--- src/rtl/apb_arb_pkg.sv ---
// Shared types and constants for the APB master arbiter and the slave interfaces behind it.
package apb_arb_pkg;

    // Transfer sequencer states
    typedef enum logic [1:0] {
        StIdle   = 2'd0,
        StSetup  = 2'd1,
        StAccess = 2'd2
    } apb_state_e;

    // Read data returned when a transfer is forcibly terminated; slaves use the same pattern
    localparam logic [31:0] APB_ERR_DATA = 32'hBAD1_BAD1;

    // Width of the ACCESS-phase timeout counter
    function automatic int unsigned timeout_cnt_width(input int unsigned timeout_cycles);
        return (timeout_cycles > 2) ? $clog2(timeout_cycles) : 1;
    endfunction

endpackage

--- src/rtl/rr_arbiter.sv ---
// Round-robin arbiter: combinational one-hot grant starting after the last winner,
// with a registered pointer that only moves when the grant is taken (en_i).
module rr_arbiter #(
    parameter int unsigned NUM_REQ = 2,
    parameter int unsigned IdxW    = (NUM_REQ > 1) ? $clog2(NUM_REQ) : 1
) (
    input  logic               clk_i,
    input  logic               rst_i,
    input  logic [NUM_REQ-1:0] req_i,
    input  logic               en_i,
    output logic [NUM_REQ-1:0] gnt_o,
    output logic [IdxW-1:0]    gnt_idx_o,
    output logic               gnt_any_o
);

    logic [IdxW-1:0] ptr_q;

    // Search from ptr+1 upwards (wrapping); first pending requester wins
    always_comb begin
        int unsigned     idx;
        logic [IdxW-1:0] cand;
        gnt_o     = '0;
        gnt_idx_o = '0;
        gnt_any_o = 1'b0;
        idx       = 0;
        cand      = '0;
        for (int unsigned off = 1; off <= NUM_REQ; off++) begin
            idx = off + 32'(ptr_q);
            if (idx >= NUM_REQ) begin
                idx = idx - NUM_REQ;
            end
            cand = IdxW'(idx);
            if (!gnt_any_o && req_i[cand]) begin
                gnt_any_o   = 1'b1;
                gnt_o[cand] = 1'b1;
                gnt_idx_o   = cand;
            end
        end
    end

    // Pointer resets to the last index so requester 0 is searched first
    always_ff @(posedge clk_i or posedge rst_i) begin
        if (rst_i) begin
            ptr_q <= IdxW'(NUM_REQ - 1);
        end else if (en_i && gnt_any_o) begin
            ptr_q <= gnt_idx_o;
        end
    end

endmodule

--- src/rtl/apb_master_arbiter.sv ---
// Shares one APB master port between NUM_REQ requesters. A round-robin winner is granted
// in IDLE, then a SETUP/ACCESS transfer is sequenced with a bounded PREADY wait, and the
// completion (data + error) is returned to the owner as a one-cycle pulse.
module apb_master_arbiter
    import apb_arb_pkg::*;
#(
    parameter int unsigned NUM_REQ        = 2,
    parameter int unsigned TIMEOUT_CYCLES = 16
) (
    input  logic                  clk,
    input  logic                  rst,
    input  logic [NUM_REQ-1:0]    req_valid,
    input  logic [NUM_REQ-1:0]    req_write,
    input  logic [NUM_REQ*32-1:0] req_addr,
    input  logic [NUM_REQ*32-1:0] req_wdata,
    output logic [NUM_REQ-1:0]    req_ready,
    output logic [NUM_REQ-1:0]    resp_valid,
    output logic [31:0]           resp_rdata,
    output logic                  resp_err,
    output logic [31:0]           PADDR,
    output logic [31:0]           PWDATA,
    output logic                  PWRITE,
    output logic                  PSEL,
    output logic                  PENABLE,
    input  logic [31:0]           PRDATA,
    input  logic                  PREADY,
    input  logic                  PSLVERR
);

    localparam int unsigned IdxW = (NUM_REQ > 1) ? $clog2(NUM_REQ) : 1;
    localparam int unsigned CntW = timeout_cnt_width(TIMEOUT_CYCLES);
    localparam logic [CntW-1:0] CntLast = CntW'(TIMEOUT_CYCLES - 1);

    apb_state_e state_q, state_d;

    logic [31:0]        paddr_q, paddr_d;
    logic [31:0]        pwdata_q, pwdata_d;
    logic               pwrite_q, pwrite_d;
    logic               psel_q, psel_d;
    logic               penable_q, penable_d;
    logic [IdxW-1:0]    owner_q, owner_d;
    logic [CntW-1:0]    cnt_q, cnt_d;
    logic [NUM_REQ-1:0] resp_valid_q, resp_valid_d;
    logic [31:0]        resp_rdata_q, resp_rdata_d;
    logic               resp_err_q, resp_err_d;

    logic [NUM_REQ-1:0] gnt;
    logic [IdxW-1:0]    gnt_idx;
    logic               gnt_any;
    logic               grant_en;
    logic               complete;
    logic [31:0]        sel_addr;
    logic [31:0]        sel_wdata;
    logic               sel_write;

    rr_arbiter #(
        .NUM_REQ (NUM_REQ),
        .IdxW    (IdxW)
    ) u_rr_arbiter (
        .clk_i     (clk),
        .rst_i     (rst),
        .req_i     (req_valid),
        .en_i      (grant_en),
        .gnt_o     (gnt),
        .gnt_idx_o (gnt_idx),
        .gnt_any_o (gnt_any)
    );

    // Select the winning requester's command fields
    always_comb begin
        sel_addr  = '0;
        sel_wdata = '0;
        sel_write = 1'b0;
        for (int unsigned i = 0; i < NUM_REQ; i++) begin
            if (gnt[i]) begin
                sel_addr  = req_addr[i*32 +: 32];
                sel_wdata = req_wdata[i*32 +: 32];
                sel_write = req_write[i];
            end
        end
    end

    // Next-state logic for the transfer sequencer and its registered outputs
    always_comb begin
        state_d      = state_q;
        paddr_d      = paddr_q;
        pwdata_d     = pwdata_q;
        pwrite_d     = pwrite_q;
        psel_d       = psel_q;
        penable_d    = penable_q;
        owner_d      = owner_q;
        cnt_d        = cnt_q;
        resp_valid_d = '0;
        resp_rdata_d = resp_rdata_q;
        resp_err_d   = resp_err_q;
        grant_en     = 1'b0;
        complete     = 1'b0;

        unique case (state_q)
            StIdle: begin
                if (gnt_any) begin
                    grant_en = 1'b1;
                    paddr_d  = sel_addr;
                    pwdata_d = sel_wdata;
                    pwrite_d = sel_write;
                    owner_d  = gnt_idx;
                    psel_d   = 1'b1;
                    state_d  = StSetup;
                end
            end
            StSetup: begin
                penable_d = 1'b1;
                cnt_d     = '0;
                state_d   = StAccess;
            end
            StAccess: begin
                if (PREADY) begin
                    complete     = 1'b1;
                    resp_rdata_d = pwrite_q ? 32'h0 : PRDATA;
                    resp_err_d   = PSLVERR;
                end else if (cnt_q == CntLast) begin
                    // Slave never answered: terminate so the bus cannot hang
                    complete     = 1'b1;
                    resp_rdata_d = APB_ERR_DATA;
                    resp_err_d   = 1'b1;
                end else begin
                    cnt_d = cnt_q + CntW'(1);
                end
            end
            default: begin
                state_d = StIdle;
            end
        endcase

        if (complete) begin
            psel_d                = 1'b0;
            penable_d             = 1'b0;
            paddr_d               = '0;
            pwdata_d              = '0;
            pwrite_d              = 1'b0;
            resp_valid_d[owner_q] = 1'b1;
            state_d               = StIdle;
        end
    end

    // Sequencer state register
    always_ff @(posedge clk or posedge rst) begin
        if (rst) begin
            state_q <= StIdle;
        end else begin
            state_q <= state_d;
        end
    end

    // Latched command, APB outputs, timeout counter and response registers
    always_ff @(posedge clk or posedge rst) begin
        if (rst) begin
            paddr_q      <= '0;
            pwdata_q     <= '0;
            pwrite_q     <= 1'b0;
            psel_q       <= 1'b0;
            penable_q    <= 1'b0;
            owner_q      <= '0;
            cnt_q        <= '0;
            resp_valid_q <= '0;
            resp_rdata_q <= '0;
            resp_err_q   <= 1'b0;
        end else begin
            paddr_q      <= paddr_d;
            pwdata_q     <= pwdata_d;
            pwrite_q     <= pwrite_d;
            psel_q       <= psel_d;
            penable_q    <= penable_d;
            owner_q      <= owner_d;
            cnt_q        <= cnt_d;
            resp_valid_q <= resp_valid_d;
            resp_rdata_q <= resp_rdata_d;
            resp_err_q   <= resp_err_d;
        end
    end

    // Grant pulse is combinational in IDLE; forced low while reset is held
    assign req_ready  = (state_q == StIdle && !rst) ? gnt : '0;
    assign resp_valid = resp_valid_q;
    assign resp_rdata = resp_rdata_q;
    assign resp_err   = resp_err_q;
    assign PADDR      = paddr_q;
    assign PWDATA     = pwdata_q;
    assign PWRITE     = pwrite_q;
    assign PSEL       = psel_q;
    assign PENABLE    = penable_q;

endmodule

--- config.mk ---
export PLATFORM = sky130hd
export DESIGN_NAME = apb_master_arbiter
export DESIGN_NICKNAME = d
export VERILOG_FILES = /design/src/rtl/apb_arb_pkg.sv /design/src/rtl/rr_arbiter.sv /design/src/rtl/apb_master_arbiter.sv
export SDC_FILE = /design/constraint.sdc
export NUM_CORES = 1
export LEC_CHECK = 0
export CELL_PAD_IN_SITES_DETAIL_PLACEMENT = 1
export CELL_PAD_IN_SITES_GLOBAL_PLACEMENT = 1
export CORE_AREA = 2 2 109 111
export DETAILED_ROUTE_END_ITERATION = 10
export DIE_AREA = 0 0 111 113
export DONT_BUFFER_PORTS = 1
export PLACE_DENSITY_LB_ADDON = 0.1
export SETUP_SLACK_MARGIN = 0.5
export SYNTH_ARGS = -nofsm -noshare
export SYNTH_HDL_FRONTEND = slang
export SYNTH_SLANG_ARGS = --single-unit
export TNS_END_PERCENT = 50
--- constraint.sdc ---
create_clock -name clk -period 3.2 [get_ports clk]
set_input_delay 0.48 -clock clk [delete_from_list [all_inputs] [get_ports clk]]
set_output_delay 0.48 -clock clk [all_outputs]
set_load 0.02 [all_outputs]
# Word level (Yosys, flattened, before mapping)
# Index checks and enable logic that the tools add are counted.
# classes
add_sub_neg	5
mul	0
n_div	0
order_cmp	8
n_eq_ne	7
n_shift	0
n_mux	56
n_bitwise	1
reduce_logical	19
# ops
cell	n
32-bit 2-to-1 mux	13
1-bit 2-to-1 mux	30
2-bit 2-to-1 mux	6
2-bit nonzero test	5
4-bit 2-to-1 mux	2
4-bit case mux with 2 select lines	1
2-bit AND reduction	4
1-bit logical AND	6
1-bit by 2-bit < comparator with 1-bit output, second input constant	3
2-bit != test, second input constant	3
2-bit case mux with 3 select lines	1
4-bit by 1-bit adder with 4-bit output, second input constant	1
4-bit equality test, second input constant	1
2-bit by 1-bit adder with 3-bit output, first input constant	1
1-bit demux with 1-bit select	3
1-bit >= comparator, second input constant	3
3-bit by 2-bit >= comparator with 1-bit output, second input constant	1
3-bit by 2-bit != test with 1-bit output, second input constant	1
3-bit AND reduction	1
1-bit by 1-bit adder with 2-bit output, first input constant	1
2-bit by 1-bit equality test with 1-bit output, second input constant	1
2-bit equality test, second input constant	1
2-bit >= comparator, second input constant	1
1-bit logical NOT	2
other kinds (3)	4
# word_totals
register_bits	110
latchBits	0
ram_bits	0
rom_bits	0
output_inout_bits	104
wordCells	108
mem_count	0

# Longest topological paths before layout
# Gate-level depths: netlist (run 1).
# logic_depth
depth_word	15
depth_mapped	6
mapped_depth_nobuf	4

# Cells and area by module
# Synthesis (run 1) repeated with hierarchy kept, for this count alone.
# hier_totals
cells_unflattened	450
hier_area_um2	5007.3
# by_module_without_submodules
mod	n_inst	cells_per_inst	area_each_um2
apb_master_arbiter	1	441	4933.5
rr_arbiter	1	9	73.8

# Least setup slack after synthesis (run 1)
# Ideal clock, no wire load.
# synth_timing
path_kind	flip-flop to output port
from	reg state_q[0]
to	out req_ready[0]
arrival_ns	1.372
required_time_ns	2.720
slack_ns	1.348
path_stages_with_launch	4
path_buffers	1
cell_sequence	dfrtp_1 buf_2 or2_1 nor4_1
# synth_via
elab_chain_len	3
# synth_rtl
item	line_no	text
from (decl)	apb_master_arbiter.sv:34	apb_state_e state_q, state_d;
from (signal assigned)	apb_master_arbiter.sv:149	state_q <= StIdle;
from (signal assigned)	apb_master_arbiter.sv:151	state_q <= state_d;
2-bit logical NOT	apb_master_arbiter.sv:183	assign req_ready = (state_q == StIdle && !rst) ? gnt : '0;
1-bit logical AND	apb_master_arbiter.sv:183	
2-bit 2-to-1 mux	apb_master_arbiter.sv:183	
to (decl)	apb_master_arbiter.sv:16	output logic [NUM_REQ-1:0] req_ready,
# Every way passes these cells.

# Worst setup path after layout (run 1)
# layout_timing
from	reg cnt_q[0]
to	reg paddr_q[2], in the netlist PADDR[2]
# layout_via
elab_chain_len	6
word_cells_on_any_way	8
# layout_rtl
item	line_no	text
from (decl)	apb_master_arbiter.sv:42	logic [CntW-1:0] cnt_q, cnt_d;
from (signal assigned)	apb_master_arbiter.sv:175	cnt_q <= cnt_d;
4-bit equality test *	apb_master_arbiter.sv:121	end else if (cnt_q == CntLast) begin
1-bit 2-to-1 mux *	apb_master_arbiter.sv:121	
1-bit 2-to-1 mux *	apb_master_arbiter.sv:117	if (PREADY) begin
1-bit 2-to-1 mux *	apb_master_arbiter.sv:99	unique case (state_q)
2-bit nonzero test (no line)	-	
2-bit AND reduction (no line)	-	
to (signal assigned)	apb_master_arbiter.sv:169	paddr_q <= paddr_d;
to (decl)	apb_master_arbiter.sv:36	logic [31:0] paddr_q, paddr_d;
# Mark *: on every way between the ends. The rest lies on a longest branch, timed or not.
# A chain may end at the register's enable or synchronous reset.

==> out/metrics.cfg, run 1 <==
[outcome]
status=finished clean

[timing]
rsz0062_at_grt=false
max_freq_mhz=457
hold_viol=0
tightest_slew_ps=841
finalMaxSlewViolations=0
fin_crit_sh_pct=68.4
setup_viol=0
tns_ps=0
maxSlewHeadroom_pct=43.7
fin_crit_ps=2190
fin_skew_ps=7.28

[yosys]
muxShareOfSynthArea_pct=0.212
yosysSeqAreaShare_pct=58.4
avgSynthCellArea_um2=12.4
ys_warn_count=0
synth_fa_ha_area_share_pct=0.266
synth_top_family_by_area=compound AO/OA/AOI/OAI gates
synthFlopType=dfrtp_1
synthXorXnorAreaFrac_pct=0
synth-edff-count=0
synthArstFlopShare_pct=100
ys_ff_latch=110
synthSimpleGateAreaFrac_pct=14.2
synth_compound_area_share_pct=22.2
netlist_area_um2=4710
synth_cell_types=32
netlist_instances=381
synth_nets=550

[detailed_routing]
finalWirelength_um=13100
postRouteAntennaNets=0
drcViolationCount=0
vias=3284
first_iter_violations=184
post_drt_wl_per_cell_um=25.6
dr.pass1.iters=4
vias_per_cell=6.40

[pwr]
total_power_w=0.00600
vdd_drop_max_v=0.000498
leakagePower_nw=2.45
clkPwrFrac_pct=18.6
power.density_nw_per_um2=1170
power_frac_comb_pct=26.5
internal_power_w=0.00343
p_sw_share_pct=42.8
pwr-share-seq_pct=54.9
switchingPower_w=0.00257

[cts]
cts_buffer_depth=2
cts.sinks=110
path_clk_slew_ps=70
numCtsBuffers=9
postCtsHoldBufs=0
cts_max_level=3
post_cts_buffers=0
root_buffer=clkbuf_16
cts_resized=0
cts_tree=yes
clk_latency_ps=340

[grt]
use_met2_pct=34.6
grt_max_degree=66
grt_overflow=0
antenna_found_initial=1
grt_use_met1_pct=24.6
track_usage_pct=20.3
grt_pass1_wl_um=20100
grt.busiest_layer=met2
grt_pass1_vias=3521
use_met3_pct=6.21

[setup_path]
setup.worst_path.end_class=flip-flop
crit_path_max_fanout=34
startpoint_type=flip-flop
cp_slowest_cell=a211o_2
cp.arrival_ps=2460
critPathKind=flip-flop to flip-flop
cpPeakStageDelay_ps=610
cp.required_ps=3470
worstPathCellList=ha_1 > a31oi_1 > a211o_2 > buf_12 > a221o_1
r2r_cells=5

[worst_hold_path]
worstHoldPathType=input pin to async pin

[floorplan]
num_io_pins=272
initial_utilization_pct=41.8
rows=39
die_h_um=113
die_area_um2=12500
die_x_um=111
core_um2=11300

[final_layout]
nets=534
seqCellArea_um2=2750
drive_gt1_share_pct=8.67
multi_input_area_um2=1760
areaGrowthSynthToFinish_pct=8.47
n_fill_cell=1148

[run]
drv_cap=0

[place]
portBuffers=0
post-dp-hpwl_um=9140
gp_congestion=0.755

path summary, 6_finish.rpt:
| check | to | startpoint | slack [ps] |
|---|---|---|---|
| setup / recovery | PADDR[2] | cnt_q[0] | 1010 |
| hold / removal | PWDATA[12] | rst | 40 |
| setup reg to reg | PADDR[2] | cnt_q[0] | 1010 |
| hold reg to reg | resp_valid[0] | owner_q | 470 |
| max in group asynchronous | u_rr_arbiter.ptr_q | rst | 2450 |
| min in group clk | resp_rdata[10] | PRDATA[10] | 270 |
cell usage in the layout, fill, tap and decap left out, types with 2 or more instances in the layout:
| cell | synthesis | routed |
|---|---|---|
| dfrtp_1 | 109 | 109 |
| nor2_1 | 7 | 6 |
| clkbuf_16 | 0 | 9 |
| inv_1 | 5 | 4 |
| nand2_1 | 9 | 9 |
| nor3_2 | 1 | 2 |
| a221o_1 | 65 | 65 |
| clkinv_2 | 0 | 2 |
| buf_4 | 2 | 8 |
| and3_1 | 66 | 66 |
| clkinvlp_4 | 0 | 2 |
| nor4_1 | 2 | 2 |
| a2bb2oi_1 | 18 | 18 |
| nand2b_1 | 21 | 21 |
| nor2b_1 | 3 | 3 |
| buf_12 | 0 | 2 |
| o211ai_1 | 2 | 2 |
| o21ai_0 | 5 | 5 |
| a22o_1 | 14 | 14 |
| a31oi_1 | 3 | 3 |
synthesized netlist by cell type (2+ instances only):
master	number	area [um^2]
o211ai_1	2	15.0
dfrtp_1	109	2730
a2bb2oi_1	18	158
nor3_1	2	10.0
a221o_1	65	651
and3_1	66	413
inv_1	5	18.8
buf_6	6	67.6
nand2_1	9	33.8
a22o_1	14	123
buf_4	2	15.0
a31oi_1	3	18.8
nand2b_1	21	131
clkbuf_1	21	78.8
nor4_1	2	12.5
o21ai_0	5	25.0
buf_2	8	40.0
nor2_1	7	26.3
nor2b_1	3	18.8
logic make-up (layout without fill, tap and decap cells):
group | after synthesis | count (layout)
and+or+nand+nor | 113 | 113
buffers and inverters | 42 | 30
muxes | 1 | 1
AOI/OAI and AO/OA | 114 | 114
adders and majority gates | 1 | 1
DFF | 110 | 110
other | 0 | 1
final cells by class:
class                           count  area share, %
Tap cell                          143           3.50
Clock buffer                       11           4.75
Inverter                            5          0.441
Antenna cell                        1         0.0490
Clock inverter                      4          0.930
Multi-Input combinational cell    229           34.5
Sequential cell                   110           53.9
Timing Repair Buffer               10           1.96
power by group through the flow:
stage | Combinational, W | Clock (W) | Sequential [W]
floorplan | 0.00142 | 0 | 0.00307
global placement | 0.00154 | 0 | 0.00333
detailed placement | 0.00162 | 0 | 0.00332
CTS | 0.00161 | 0.00113 | 0.00332
global route | 0.00177 | 0.00120 | 0.00339
finish | 0.00159 | 0.00111 | 0.00330
per-layer routing:
layer | part of all wire [%] | vias up
met4 | 1.8 | 0
li1 | - | 1445
met2 | 51 | 156
met1 | 40 | 1666
met3 | 7.0 | 17
met5 | 0 | -
critical path: cells and delay by family, from the launching register on:
kind / cells / cell delay [ps]
buffers and inverters: 1 / 270
flip-flops: 1 / 410
AO/OA/AOI/OAI: 3 / 1150
adder cells (fa/ha/maj): 1 / 260
sequential cells by signal, indices dropped and copies added, names as in the netlist:
signal / cells
PWRITE: 1
state_q: 2
cnt_q: 4
resp_valid: 2
owner_q: 1
PSEL: 1
PENABLE: 1
resp_rdata: 32
PADDR: 32
resp_err: 1
u_rr_arbiter.ptr_q: 1
PWDATA: 32
metrics by stage:
stage | cells | instance area, um^2 | utilization (%) | worst slack, ps | hold slack, ps
CTS | 512 | 5110 | 45.3 | 1000 | 42.6
detailed placement | 497 | 4820 | 42.7 | 1040 | 415
floorplan | 381 | 4720 | - | 1350 | 411
global placement | 497 | 4820 | 42.7 | 1130 | 417
finish | 513 | 5110 | 45.3 | 1010 | 41.8
global route | 513 | 5110 | 45.3 | 838 | 57.6
Power figures use the tool's default switching activity.
==> run 2: changes to the inputs <==
clock period = 1.97 ns   (was 3.2 ns; I/O delays follow)
==> out/metrics.cfg, run 2 (synthesized netlist as in run 1, its figures left out) <==
[pwr]
p_sw_share_pct=43.1  ; +0.36 points
switchingPower_w=0.00442  ; +72%
leakagePower_nw=2.58  ; +5.6%
power_frac_comb_pct=31.6  ; +5.1 points
pwr-share-seq_pct=51.8  ; -3.1 points
clkPwrFrac_pct=16.5  ; -2.1 points
vdd_drop_max_v=0.000698  ; +40%
power.density_nw_per_um2=1890  ; +61%
internal_power_w=0.00583  ; +70%

[setup_path]
setup.worst_path.end_class=flip-flop
worstPathCellList=ha_4 > a31oi_4 > a211o_4 > clkbuf_16 > a221o_1
cpPeakStageDelay_ps=410  ; -200 ps
crit_path_max_fanout=21  ; -38%
cp-startpoint=cnt_q[0]
regToRegStartpoint=cnt_q[0]
cp_top_family=compound AO/OA/AOI/OAI gates
cp_slowest_cell=dfrtp_1
critical_path_buf_inv_count=1  ; unchanged
r2r_cells=5  ; unchanged
startpoint_type=flip-flop
critPathKind=flip-flop to flip-flop
cp_num_cells=5  ; unchanged
cp.required_ps=2210  ; -1260 ps
cp.arrival_ps=1960  ; -500 ps

[timing]
finalMaxSlewViolations=0  ; unchanged
rsz0062_at_grt=true
max_freq_mhz=579  ; +27%
setup_viol=0  ; unchanged
maxSlewHeadroom_pct=56.3  ; +13 points
fin_crit_ps=1730  ; -464 ps
tns_ps=0  ; unchanged
tightest_slew_ps=654  ; -186 ps
fin_skew_ps=8.05  ; +0.772 ps
fin_crit_sh_pct=87.6  ; +19 points
hold_viol=0  ; unchanged

[detailed_routing]
post_drt_wl_per_cell_um=26.5  ; +3.7%
vias_per_cell=6.38  ; -0.41%
top_layer_used=met4
postRouteAntennaNets=0  ; unchanged
first_iter_violations=177  ; -3.8%
met2WireLength_um=7330  ; +9.5%
finalWirelength_um=14200  ; +8.3%
vias=3417  ; +4.0%
dr.pass1.iters=4  ; unchanged
wl_met1_um=5520  ; +4.7%
wl_met3_um=1210  ; +30%
drcViolationCount=0  ; unchanged

[outcome]
status=finished clean

[grt]
grt_max_degree=52  ; -21%
grt_overflow=0  ; unchanged
grt_pass1_wl_um=21500  ; +7.0%
antenna_found_initial=0  ; -1
grt_pass1_vias=3703  ; +5.2%
track_usage_pct=21.8  ; +1.5 points

[cts]
root_buffer=clkbuf_16
cts_buffer_depth=2  ; unchanged
clk_latency_ps=350  ; about the same
cts.sinks=110  ; unchanged
cts_tree=yes
path_clk_slew_ps=70  ; about the same
cts_max_level=3  ; unchanged
numCtsBuffers=9  ; unchanged

[place]
place_area_um2=4900  ; +1.8%
gp_congestion=0.786  ; +4.1%
post-dp-hpwl_um=9620  ; +5.2%
portBuffers=0  ; unchanged

[floorplan]
initial_utilization_pct=41.8  ; unchanged
num_io_pins=272  ; unchanged
die_h_um=113  ; unchanged
die_area_um2=12500  ; unchanged
die_x_um=111  ; unchanged
core_um2=11300  ; unchanged
rows=39  ; unchanged

[final_layout]
n_antenna_cell=0  ; -1
nets=557  ; +4.3%
drive_gt1_share_pct=16.5  ; +7.9 points
design_area_um2=5420  ; +6.0%
layout_common_cells=107 x dfrtp_1, 66 x and3_1, 65 x a221o_1
n_fill_cell=1170  ; +1.9%
areaGrowthSynthToFinish_pct=15.0
mostFrequentLayoutCell=dfrtp_1

[worst_hold_path]
worstHoldPathType=input pin to flip-flop
min_from=PRDATA[1]
min_path_cells=1

[run]
drv_cap=0  ; unchanged

==> run 2: changes by cell type in the layout (fill, tap and decap cells not counted), moves of 2 or more <==
cell and delta:
buf_12 +3, nand2_1 -2, buf_6 +3, dfrtp_1 -2, nand2_4 +2, clkinvlp_4 +2
buf_4 +14, dfrtp_2 +2
==> run 2: layer usage <==
metal	track usage, %	up-vias
li1	-	1490
met1	25.8	1744
met2	37.8	170
met3	7.23	13
met4	7.00	0
met5	0	-
==> run 2: through the flow <==
stage                     total power, W  setup slack [ps]  std cells  util, %  hold WS, ps
after floorplan                  0.00731               311        381        -          411
after global placement           0.00803               216        504     43.5          283
after detailed placement         0.00818               107        504     43.5          292
after CTS                         0.0101               235        529     46.8         66.0
after global routing              0.0108               185        536     48.1         66.8
final                             0.0103               244        536     48.1         73.5
==> run 2: area by class of cell <==
cell class	instances	area [um^2]	share of cell area, %
sequential	110	2760	50.9
clock inverter	5	36.3	0.669
inverter	5	22.5	0.416
timing repair buffer	33	339	6.26
multi-input combinational	229	1850	34.2
tap	143	179	3.30
clock buffer	11	233	4.29
==> run 2: timing repair <==
| item | CTS | global route |
|---|---|---|
| setup endpoints to repair | 105 | 105 |
| pin swaps | 2 | 3 |
| resized for setup | 7 | 17 |
| hold buffers | 1 | 0 |
| hold endpoints to repair | 23 | 0 |
| buffers inserted | 8 | 5 |
| cloned | 0 | 2 |
==> run 2: worst paths after layout <==
| check | slack (ps) | end |
|---|---|---|
| min in group asynchronous | 530 | PWDATA[24] |
| worst min register to register | 460 | resp_valid[0] |
| worst max-delay path | 240 | PADDR[23] |
| max in group asynchronous | 810 | PWDATA[11] |
| worst min-delay path | 70 | resp_rdata[1] |
| worst max register to register | 240 | PADDR[23] |
==> run 2: power groups by stage <==
stage | Combinational, W | Sequential [W] | Clock (W)
detailed placement | 0.00281 | 0.00537 | 0
floorplan | 0.00231 | 0.00500 | 0
global placement | 0.00266 | 0.00538 | 0
finish | 0.00324 | 0.00532 | 0.00170
CTS | 0.00300 | 0.00534 | 0.00174
global route | 0.00356 | 0.00544 | 0.00184
==> run 3: changes to the inputs <==
CORE_AREA = 2 2 113 115   (was 2 2 109 111)
DIE_AREA = 0 0 115 117   (was 0 0 111 113)
SYNTH_HIERARCHICAL = 1   (was default)
==> out/metrics.cfg, run 3 <==
[grt]
use_met2_pct=35.1  ; -2.8 points
antenna_found_initial=1  ; +1
grt_pass1_wl_um=20500  ; -4.7%
grt_pass1_vias=3737  ; +0.92%
grt.busiest_layer=met2
grt_overflow=0  ; unchanged
grt_use_met1_pct=23.0  ; -2.8 points
track_usage_pct=20.0  ; -1.8 points
grt_max_degree=63  ; +21%
use_met3_pct=6.95  ; -0.28 points

[yosys]
synth_cell_types=36  ; +13%
synth_area_leader_cell=dfrtp_1
synth_area_leaders=dfrtp_1 54%, a22oi_1 9.6%, o22ai_2 7.0%
synth-edff-count=0  ; unchanged
synthFlopType=dfrtp_1
synthSimpleGateAreaFrac_pct=9.85  ; -4.4 points
muxShareOfSynthArea_pct=0.200  ; -0.013 points
synth_top_family_by_area=compound AO/OA/AOI/OAI gates
synth_nets=619  ; +13%
netlist_instances=450  ; +18%
yosysMostFrequentCell=dfrtp_1
synth_compound_area_share_pct=28.9  ; +6.7 points
synthArstFlopShare_pct=100  ; unchanged
avgSynthCellArea_um2=11.1  ; -10%
yosysSeqAreaShare_pct=55.0  ; -3.4 points
ys_warn_count=6  ; +6
synthXorXnorAreaFrac_pct=0.175  ; +0.17 points
yosysTopAreaCellShare_pct=54.5  ; -3.4 points
synth_common_cells=109 x dfrtp_1, 68 x nand2_1, 64 x a22oi_1
synth_fa_ha_area_share_pct=0.250  ; -0.016 points
ys_ff_latch=110  ; unchanged
netlist_area_um2=5010  ; +6.3%

[detailed_routing]
finalWirelength_um=15100  ; +6.2%
dr.pass1.iters=4  ; unchanged
post_drt_wl_per_cell_um=25.1  ; -5.4%
postRouteAntennaNets=0  ; unchanged
vias_per_cell=6.16  ; -3.4%
drcViolationCount=0  ; unchanged
first_iter_violations=157  ; -11%
vias=3706  ; +8.5%

[final_layout]
mostFrequentLayoutCell=dfrtp_1
nets=615  ; +10%
areaGrowthSynthToFinish_pct=15.7
drive_gt1_share_pct=20.2  ; +3.6 points
layout_common_cells=107 x dfrtp_1, 68 x nand2_1, 63 x a22oi_1
design_area_um2=5790  ; +6.9%

[pwr]
leakagePower_nw=2.42  ; -6.5%
power.density_nw_per_um2=1820  ; -3.8%
vdd_drop_max_v=0.000609  ; -13%
total_power_w=0.0105  ; +2.8%

[timing]
maxSlewHeadroom_pct=59.0  ; +2.7 points
max_freq_mhz=597  ; +3.0%
hold_viol=0  ; unchanged
fin_crit_ps=1670  ; -51.0 ps
fin_skew_ps=8.20  ; +0.156 ps
finalMaxSlewViolations=0  ; unchanged
tns_ps=0  ; unchanged
fin_crit_sh_pct=85.0  ; -2.6 points
rsz0062_at_grt=true
tightest_slew_ps=614  ; -39.8 ps
setup_viol=0  ; unchanged
setup_slack_ps=295  ; +51.0 ps

[setup_path]
critPathKind=flip-flop to output port
r2r_cells=7  ; +2
worstPathCellList=inv_2 > a21boi_2 > and2_4
cp-startpoint=u_rr_arbiter/ptr_q
cp.required_ps=1670  ; -540 ps
cpPeakStageDelay_ps=600  ; +190 ps
cp.arrival_ps=1380  ; -580 ps
setup.worst_path.end_class=output port
crit_path_max_fanout=3  ; -86%
regToRegSetupSlack_ps=300  ; +50 ps
regToRegStartpoint=u_rr_arbiter/ptr_q
cp_slowest_cell=dfstp_2
startpoint_type=flip-flop
r2r-end=PADDR[11]

[floorplan]
initial_utilization_pct=40.7  ; -1.1 points
num_io_pins=272  ; unchanged
die_x_um=115  ; +3.6%
rows=41  ; +5.1%
core_um2=12300  ; +9.2%
die_h_um=117  ; +3.5%
die_area_um2=13500  ; +7.3%

[place]
post-dp-hpwl_um=9590  ; -0.32%
portBuffers=0  ; unchanged
gp_congestion=0.759  ; -3.4%
place_area_um2=5180  ; +5.6%
pre_cts_ws_ps=270  ; +163 ps

[outcome]
status=finished clean

[cts]
numCtsBuffers=9  ; unchanged
cts_buffer_depth=2  ; unchanged
cts.sinks=110  ; unchanged
root_buffer=clkbuf_16
clk_latency_ps=350  ; about the same
cts_tree=yes
path_clk_slew_ps=70  ; about the same
cts_max_level=3  ; unchanged

[run]
drv_cap=0  ; unchanged

[worst_hold_path]
worstHoldPathType=input pin to flip-flop
holdPathEnd=u_rr_arbiter/ptr_q
min_from=req_valid[0]
min_path_cells=1  ; unchanged

## run 3: area by class of cell
class | count | area (um^2)
Multi-Input combinational cell | 288 | 2070
Sequential cell | 110 | 2760
Inverter | 8 | 33.8
Antenna cell | 1 | 2.50
Tap cell | 150 | 188
Clock inverter | 7 | 70.1
Fill cell | 1295 | 6520
Clock buffer | 9 | 225
Timing Repair Buffer | 29 | 448
## run 3: where the power goes
group	leakage, nW	internal [W]	switching, W	total (W)
sequential	1.39	0.00329	0.00206	0.00535
combinational	0.881	0.00155	0.00178	0.00333
clock	0.146	0.000991	0.000868	0.00186
total	2.42	0.00583	0.00471	0.0105
## run 3: how the worst max path moves through the flow
stage | cells past startpoint | endpoint
after global placement | 3 | resp_rdata[14]
after global routing | 7 | PWDATA[27]
final | 3 | req_ready[0]
after CTS | 3 | req_ready[0]
after detailed placement | 6 | PWDATA[25]
after floorplan | 1 | PADDR[0]
## run 3: stage by stage
step / hold slack, ps / instances / util, %
2_1_floorplan: 185 / 450 / -
3_3_place_gp: 193 / 569 / 42.1
3_5_place_dp: 202 / 569 / 42.1
4_1_cts: 6.24 / 591 / 45.5
5_1_grt: 22.9 / 602 / 47.1
6_report: 29.1 / 602 / 47.1
## run 3: kinds of logic (layout without fill, tap and decap cells)
family,after synthesis,in the layout
DFF,110,110
muxes,1,1
other,0,1
AOI/OAI and AO/OA,177,177
adders and majority gates,1,1
buffers and inverters,53,53
and+or+nand+nor,107,108
xor gates and xnor gates,1,1
## run 3: critical path: cells and delay by family, from the launching register on
kind	cells	cell delay (ps)
AOI/OAI and AO/OA	1	170
buffers and inverters	1	60
DFF	1	600
and+or+nand+nor	1	210
## run 3: timing repair
action | 4_1_cts | 5_1_grt
setup endpoints to repair | 106 | 107
hold buffers | 1 | 0
resized for setup | 15 | 6
hold endpoints to repair | 63 | 0
cloned | 1 | 6
pin swaps | 3 | 2
buffers inserted | 4 | 4
## run 3: metal layers
metal	vias up	wire, um
li1	1665	-
met1	1860	6030
met2	166	7700
met3	15	1160
met4	0	202
met5	-	0
